File: src/rtl/cmp_pkg.sv
// -----------------------------------------------------------------------------
// cmp_pkg
// Shared definitions for the comparator receive path.
//   CMP_SYNC_STAGES : number of flops used to bring the asynchronous comparator
//                     decision into the clk domain.
//   cmp_cap_state_t : window state of cmp_capture (ALIGN, ACCUM).
// No ports.
// -----------------------------------------------------------------------------
package cmp_pkg;

  localparam int CMP_SYNC_STAGES = 2;

  typedef enum logic {
    ALIGN = 1'b0,
    ACCUM = 1'b1
  } cmp_cap_state_t;

endpackage

File: src/rtl/sync2.sv
// -----------------------------------------------------------------------------
// sync2
// Generic multi-flop synchronizer for a single asynchronous bit. The depth
// comes from cmp_pkg::CMP_SYNC_STAGES (two flops).
// Ports:
//   clk_i   : destination clock
//   reset_i : synchronous active-high reset, clears every stage to 0
//   d_i     : asynchronous input
//   q_o     : synchronized output, CMP_SYNC_STAGES clocks behind d_i
// -----------------------------------------------------------------------------
module sync2
  import cmp_pkg::*;
(
  input  logic clk_i,
  input  logic reset_i,
  input  logic d_i,
  output logic q_o
);

  logic [CMP_SYNC_STAGES-1:0] sync_q;

  // Shift chain: stage 0 samples the asynchronous input.
  always_ff @(posedge clk_i) begin
    if (reset_i) begin
      sync_q <= '0;
    end else begin
      sync_q <= {sync_q[CMP_SYNC_STAGES-2:0], d_i};
    end
  end

  assign q_o = sync_q[CMP_SYNC_STAGES-1];

endmodule

File: src/rtl/cmp_capture.sv
// -----------------------------------------------------------------------------
// cmp_capture
// Samples the comparator decision on each sample strobe, undoes the chopping
// inversion taken during phase 2, counts ones over windows of NSAMP decisions
// aligned to a phase-1 strobe, and offers each count on a valid/ready port.
// Parameters:
//   NSAMP : decisions per window (even, >= 2)
//   CHOP  : 1 inverts decisions taken while cmp_p2 is high
//   W     : result width, wide enough to hold NSAMP
// Ports:
//   clk          : sole clock, rising edge
//   reset        : synchronous active-high reset
//   cmp_p1       : phase-1 level (synchronous to clk)
//   cmp_p2       : phase-2 level (complement of cmp_p1)
//   sample       : one-cycle strobe, take a decision this cycle
//   cmp_out      : asynchronous comparator decision
//   out_ready    : consumer accepts result
//   result       : ones counted in the last completed window
//   result_valid : result holds an unconsumed window
//   overrun      : sticky, a completed window was dropped
//   aligned      : accumulator is inside a window
// -----------------------------------------------------------------------------
module cmp_capture
  import cmp_pkg::*;
#(
  parameter int NSAMP = 16,
  parameter bit CHOP  = 1'b1,
  parameter int W     = $clog2(NSAMP + 1)
) (
  input  logic         clk,
  input  logic         reset,
  input  logic         cmp_p1,
  input  logic         cmp_p2,
  input  logic         sample,
  input  logic         cmp_out,
  input  logic         out_ready,
  output logic [W-1:0] result,
  output logic         result_valid,
  output logic         overrun,
  output logic         aligned
);

  logic           cmp_s;
  logic           dec_s;
  cmp_cap_state_t state_q, state_d;
  logic [W-1:0]   acc_q, acc_d, idx_q, idx_d;
  logic [W-1:0]   acc_inc_s, idx_inc_s, dec_ext_s;
  logic           done_s;
  logic [W-1:0]   result_q, result_d;
  logic           valid_q, valid_d;
  logic           overrun_q, overrun_d;
  logic           aligned_q, aligned_d;

  sync2 u_sync (
    .clk_i   (clk),
    .reset_i (reset),
    .d_i     (cmp_out),
    .q_o     (cmp_s)
  );

  // Phase-2 decisions were taken with swapped comparator inputs.
  assign dec_s     = cmp_s ^ (CHOP & cmp_p2);
  assign dec_ext_s = {{(W-1){1'b0}}, dec_s};
  assign acc_inc_s = acc_q + dec_ext_s;
  assign idx_inc_s = idx_q + {{(W-1){1'b0}}, 1'b1};

  // Window state machine: alignment, accumulation, completion.
  always_comb begin
    state_d = state_q;
    acc_d   = acc_q;
    idx_d   = idx_q;
    done_s  = 1'b0;
    case (state_q)
      ALIGN: begin
        if (sample && cmp_p1) begin
          acc_d   = dec_ext_s;
          idx_d   = {{(W-1){1'b0}}, 1'b1};
          state_d = ACCUM;
        end
      end
      ACCUM: begin
        if (sample) begin
          // Even positions must fall in phase 1; otherwise a strobe was lost.
          if (!idx_q[0] && !cmp_p1) begin
            acc_d   = '0;
            idx_d   = '0;
            state_d = ALIGN;
          end else if (idx_inc_s == W'(NSAMP)) begin
            done_s = 1'b1;
            acc_d  = '0;
            idx_d  = '0;
          end else begin
            acc_d = acc_inc_s;
            idx_d = idx_inc_s;
          end
        end
      end
      default: begin
        state_d = ALIGN;
        acc_d   = '0;
        idx_d   = '0;
      end
    endcase
  end

  // Result register and handshake; a completion may load in the accept cycle.
  always_comb begin
    result_d  = result_q;
    valid_d   = valid_q;
    overrun_d = overrun_q;
    if (valid_q && out_ready) begin
      valid_d = 1'b0;
    end
    if (done_s) begin
      if (!valid_q || out_ready) begin
        result_d = acc_inc_s;
        valid_d  = 1'b1;
      end else begin
        overrun_d = 1'b1;
      end
    end
    aligned_d = (state_d == ACCUM);
  end

  // State and output registers.
  always_ff @(posedge clk) begin
    if (reset) begin
      state_q   <= ALIGN;
      acc_q     <= '0;
      idx_q     <= '0;
      result_q  <= '0;
      valid_q   <= 1'b0;
      overrun_q <= 1'b0;
      aligned_q <= 1'b0;
    end else begin
      state_q   <= state_d;
      acc_q     <= acc_d;
      idx_q     <= idx_d;
      result_q  <= result_d;
      valid_q   <= valid_d;
      overrun_q <= overrun_d;
      aligned_q <= aligned_d;
    end
  end

  assign result       = result_q;
  assign result_valid = valid_q;
  assign overrun      = overrun_q;
  assign aligned      = aligned_q;

endmodule

File: config.mk
export PLATFORM = sky130hd
export DESIGN_NAME = cmp_capture
export DESIGN_NICKNAME = d
export VERILOG_FILES = /design/src/rtl/cmp_pkg.sv /design/src/rtl/sync2.sv /design/src/rtl/cmp_capture.sv
export SDC_FILE = /design/constraint.sdc
export NUM_CORES = 1
export LEC_CHECK = 0
export ABC_AREA = 1
export ABC_CLOCK_PERIOD_IN_PS = 1500
export CORE_MARGIN = 4
export CORE_UTILIZATION = 30
export CTS_CLUSTER_SIZE = 30
export DETAILED_ROUTE_END_ITERATION = 12
export PLACE_DENSITY = 0.5
export SYNTH_ARGS = -nofsm -noshare
export SYNTH_HDL_FRONTEND = slang
export SYNTH_SLANG_ARGS = --single-unit
File: constraint.sdc
create_clock -name clk -period 1.5 [get_ports clk]
set_clock_uncertainty 0.1 [all_clocks]
set_input_delay 0.225 -clock clk [delete_from_list [all_inputs] [get_ports clk]]
set_output_delay 0.225 -clock clk [all_outputs]
set_load 0.005 [all_outputs]
Word-level counts from Yosys, hierarchy flattened
Index checks and enable logic that the tools add are counted.

word-level totals
  bits in registers = 20
  input port bits = 7
  output and inout port bits = 8
  word-level logic and storage cells = 46

operators by class
  add/sub/neg operators = 2
  equality and inequality tests = 3
  muxes and demuxes = 21
  bitwise operators = 3
  reduce and logical (&&, ||, !) cells = 10

operators by type and width
  cell                                          count
  two-way mux 5 bit                             8
  case mux 5 bit (2 select lines)               2
  two-way mux 1 bit                             10
  AND reduction 2 bit                           3
  adder 5 x 1 -> 5 bit                          1
  adder 5 x 1 -> 5 bit, second input constant   1
  == test 5 bit, second input constant          1
  inequality test 2 bit, second input constant  2
  logical AND 1 bit                             3
  zero test 1 bit                               3
  inverter 1 bit                                2
  case mux 1 bit (2 select lines)               1
  logical OR 1 bit                              1
  XOR 1 bit                                     1

Depth between registers and ports, before layout
  depth after elaboration = 7
  mapped depth = 10
  mapped depth without buffers = 9

By module
A second synthesis with hierarchy kept.

unflattened totals
  cell total of the unflattened synthesis = 132
  area total of the unflattened synthesis = 970.9 um^2

modules (own cells, without submodules)
  module       instances  cells an instance  area an instance (um^2)  sequential area each (um^2)
  cmp_capture  1          126                915.9                    360.3
  sync2        1          6                  55.1                     40.0

Worst setup path after synthesis
OpenSTA, ideal clock, no wires.

  path type = register to register
  start point = register idx_q[0]
  end point = register result_q[3] (netlist: result[3])
  setup time = 0.115 ns
  data arrival time = 1.281 ns
  required time = 1.285 ns
  slack = 0.004 ns
  cell stages (with the launch flop) = 11
  path buffers = 1
  clock period less this slack = 1.496 ns
  cells stage by stage = dfxtp_1 -> ha_1 -> nand2_1 -> clkinv_2 -> nand3_1 -> nand3_2 -> nor2_4 -> buf_6 -> nand3_1 -> nand2_1 -> nor2_1

on the way
  word-level cells in the longest chain between the ends = 7
  elaborated cells between the ends (all ways) = 9
  classes of those cells = 1 x add/sub; 1 x eq/ne; 4 x mux; 3 x reduce/logical

ends and longest elaborated chain
  what                             RTL line            RTL
  from (decl)                      cmp_capture.sv:46   logic [W-1:0] acc_q, acc_d, idx_q, idx_d;
  from (signal assigned)           cmp_capture.sv:138  idx_q <= idx_d;
  adder 5 x 1 -> 5 bit             cmp_capture.sv:65   assign idx_inc_s = idx_q + {{(W-1){1'b0}}, 1'b1};
  == test 5 bit                    cmp_capture.sv:88   end else if (idx_inc_s == W'(NSAMP)) begin
  two-way mux 1 bit                cmp_capture.sv:88
  two-way mux 1 bit *              cmp_capture.sv:84   if (!idx_q[0] && !cmp_p1) begin
  two-way mux 1 bit *              cmp_capture.sv:82   if (sample) begin
  two-way mux 1 bit *              cmp_capture.sv:73   case (state_q)
  AND reduction 2 bit (no line) *  --
  to (signal assigned)             cmp_capture.sv:139  result_q <= result_d;
  to (decl)                        cmp_capture.sv:49   logic [W-1:0] result_q, result_d;

Mark *: on every way between the ends. The rest lies on a longest branch, timed or not.
A chain may end at the register's enable or synchronous reset.

Worst setup path after layout
  start point = register u_sync.sync_q[1]
  end point = register acc_q[4]

on the way
  word-level cells in the longest chain between the ends = 6

ends and longest elaborated chain
  what                             RTL line            RTL
  from (decl)                      sync2.sv:20         logic [CMP_SYNC_STAGES-1:0] sync_q;
  from (signal assigned)           sync2.sv:27         sync_q <= {sync_q[CMP_SYNC_STAGES-2:0], d_i};
  XOR 1 bit                        cmp_capture.sv:62   assign dec_s = cmp_s ^ (CHOP & cmp_p2);
  adder 5 x 1 -> 5 bit             cmp_capture.sv:64   assign acc_inc_s = acc_q + dec_ext_s;
  two-way mux 5 bit                cmp_capture.sv:88
  two-way mux 5 bit                cmp_capture.sv:84
  two-way mux 5 bit                cmp_capture.sv:82
  case mux 5 bit (2 select lines)  cmp_capture.sv:73
  to (signal assigned)             cmp_capture.sv:129  acc_q <= '0;
  to (signal assigned)             cmp_capture.sv:137  acc_q <= acc_d;
  to (decl)                        cmp_capture.sv:46

Every way passes these cells. The select of a mux whose other input is x is not followed.

==> metrics.txt <==
CTS sink count 20; Slew headroom 0.818; final setup fails 5; Initial Utilization 0.315; Worst Slack Setup Final -75.9 ps; number of CTS-inserted buffers 3; GRT Total Usage 0.116; multiplexer share of the synthesized area 0; PortBufs 14; area leader, netlist dfxtp_1; Top Layer Used met4; initial antenna violation count 0; Worst-Margin Slew 273 ps; die height 64.9 um; pre-CTS setup slack -483 ps; Worst-path clk slew 130 ps; Wirelength per Cell 10.8 um; largest family of logic cells by synthesized area simple AND/OR/NAND/NOR gates; Post-Syn Nets 142; Post-Synth Simple-Gate Area 0.326; Root Driver clkbuf_4; Die Width 64.9 um; core area 3080 um2; critical path arrival 1740 ps; Post-Synthesis Cells 132; number of synthesized register bits 20; nets@finish 181; IO Count 15; failing checks negative setup slack; Synth Cell Area 970 um2; Yosys top cell area share 0.413; post-synthesis compound-gate area fraction 0.107; Worst setup EP type register; VDD IR max 353 uV; # rows 20; Seq/Total Area, Yosys 0.413; GRT overflow 0; Syn Area/Cell 7.35 um2; CTS tree yes; clock latency on the worst-skew pair 310 ps; GP Congestion 0.800; status finished with violations; ranking of synthesized cells by area dfxtp_1 (41%), nand2_1 (11%), a21oi_1 (8.3%); Routed met2 length 1.11 mm; Vias 941; met3 WL post-DR 89 um; Final ANT Viol Nets 0; worst-path fanout max 2; Hold Fails Final Rpt 0; number of H-tree levels 1; die area 4210 um2; Pleak 0.699 nW; Netlist cell types 23; filler instances 317; ant diodes 0; Max Buffers Root-to-Sink 2; post-DP HPWL 1.55 mm; Finished Core Util 0.498; WL final 2.31 mm; Hold WC Path Type register to register; Yosys warning count 0; layout cells sized above 1 0.406; final hold slack 303 ps; Iter 0 DRT Violations 31; Max Cap Viol 0; final max-slew violation count 0; first-pass GRT wire length 3.84 mm; Residual DRC 0; RSZ-0062 raised after global routing yes; pwr/cell area 727 nW/um2; P&R area growth vs syn 58.2%; Tmin final 1580 ps; DRT met1 WL 1.08 mm; Setup CP Type register to register; Post-Synth XOR/XNOR Area 0.0361; vias per cell 4.40; number of global-route vias before repair 941; Initial DRT Pass Iterations 3; area share of fa/ha/maj cells after synthesis 0.0387; Worst Setup Start Kind register; largest net degree at the start of global routing 13; ratio of final minimum period to clock period 1.05; CP required 1660 ps; Peak Freq 635 MHz
## per-layer routing
layer  vias to the layer above  global-route usage
met4                         0              0.0449
met2                        14               0.195
li1                        497                   -
met3                         5              0.0225
met1                       425               0.144
met5                         -                   0
## final cells by class
class | instances | area, um2 | share of cell area
Tap cell | 44 | 55.1 | 0.0359
Clock inverter | 1 | 30.0 | 0.0196
Inverter | 16 | 62.6 | 0.0408
Clock buffer | 3 | 22.5 | 0.0147
Sequential cell | 20 | 415 | 0.271
Timing Repair Buffer | 36 | 330 | 0.215
Multi-Input combinational cell | 94 | 618 | 0.403
## cells in the final DEF (no fill, tap or decap), types with 2 or more instances in the layout
cell,Yosys,layout
nor2_4,2,2
o21ai_0,3,3
clkdlybuf4s50_1,0,7
nand2_2,2,4
dlymetal6s2s_1,0,5
dlygate4sd2_1,0,2
xor2_2,0,3
ha_4,0,2
nor2_1,17,17
a21oi_2,0,6
a21oi_1,16,10
nand3_1,11,7
buf_4,0,18
clkbuf_4,0,3
nand3_4,1,2
dfxtp_1,20,8
buf_6,1,4
nand2_1,29,26
dfxtp_2,0,12
inv_1,14,13
nand3_2,1,4
## cell usage after synthesis
| cell | number |
|---|---|
| nand4_1 | 1 |
| clkbuf_1 | 1 |
| and2_4 | 1 |
| ha_1 | 3 |
| xnor2_1 | 1 |
| nor2_2 | 1 |
| xor2_1 | 3 |
| inv_1 | 14 |
| buf_6 | 1 |
| nor3_1 | 1 |
| nand3_2 | 1 |
| nand3_1 | 11 |
| a21oi_1 | 16 |
| nand2_2 | 2 |
| nand3_4 | 1 |
| clkinv_2 | 1 |
| nor2_4 | 2 |
| clkinv_1 | 1 |
| o21ai_0 | 3 |
| nor2_1 | 17 |
| dfxtp_1 | 20 |
| a221oi_1 | 1 |
| nand2_1 | 29 |
## report_power, final
part           internal [W]  leakage (nW)  total [W]  switching, W
combinational     0.0000551         0.504   0.000116     0.0000605
sequential         0.000542         0.168   0.000549    0.00000682
clock              0.000270        0.0279   0.000451      0.000181
## what timing repair did
item	CTS	global route
hold endpoints to repair	0	0
hold buffers	0	0
pin swaps	6	20
endpoints found under the setup margin	11	21
buffers inserted	7	3
gates resized for setup	17	33
## sequential cells by signal, summed over array words and instances (netlist names)
name,cells
u_sync.sync_q,2
idx_q,5
overrun,1
result_valid,1
acc_q,5
aligned,1
result,5
## path summary, 6_finish.rpt
kind,slack (ps),startpoint,depth (start not counted),end
max,-80,u_sync.sync_q[1],8,acc_q[4]
min,300,u_sync.sync_q[0],2,u_sync.sync_q[1]
max reg2reg,-80,u_sync.sync_q[1],8,acc_q[4]
min reg2reg,300,u_sync.sync_q[0],2,u_sync.sync_q[1]
## metrics by stage
stage,cell area [um2],power [W],TNS (ps),std cells
after global placement,1250,0.000665,-3790,201
after detailed placement,1250,0.000665,-4180,201
after CTS,1410,0.00112,-292,212
after global routing,1530,0.00118,-1090,214
final,1530,0.00112,-198,214
after floorplan,970,0.000609,0,132
## cells by family after synthesis
family,Yosys count
XOR/XNOR,4
flip-flops,20
AO/OA/AOI/OAI,20
adder cells (fa/ha/maj),3
AND/OR/NAND/NOR,67
buffers and inverters,18
## worst max-delay path: stages, from the launching register on
cell and delay (ps):
dfxtp_2 360, xor2_2 170, ha_2 230, ha_4 150
nand3_4 80, xor2_2 160, nor2_1 80, nand2_1 80
a21oi_2 120
No activity file was read; power rests on OpenSTA's default activity.
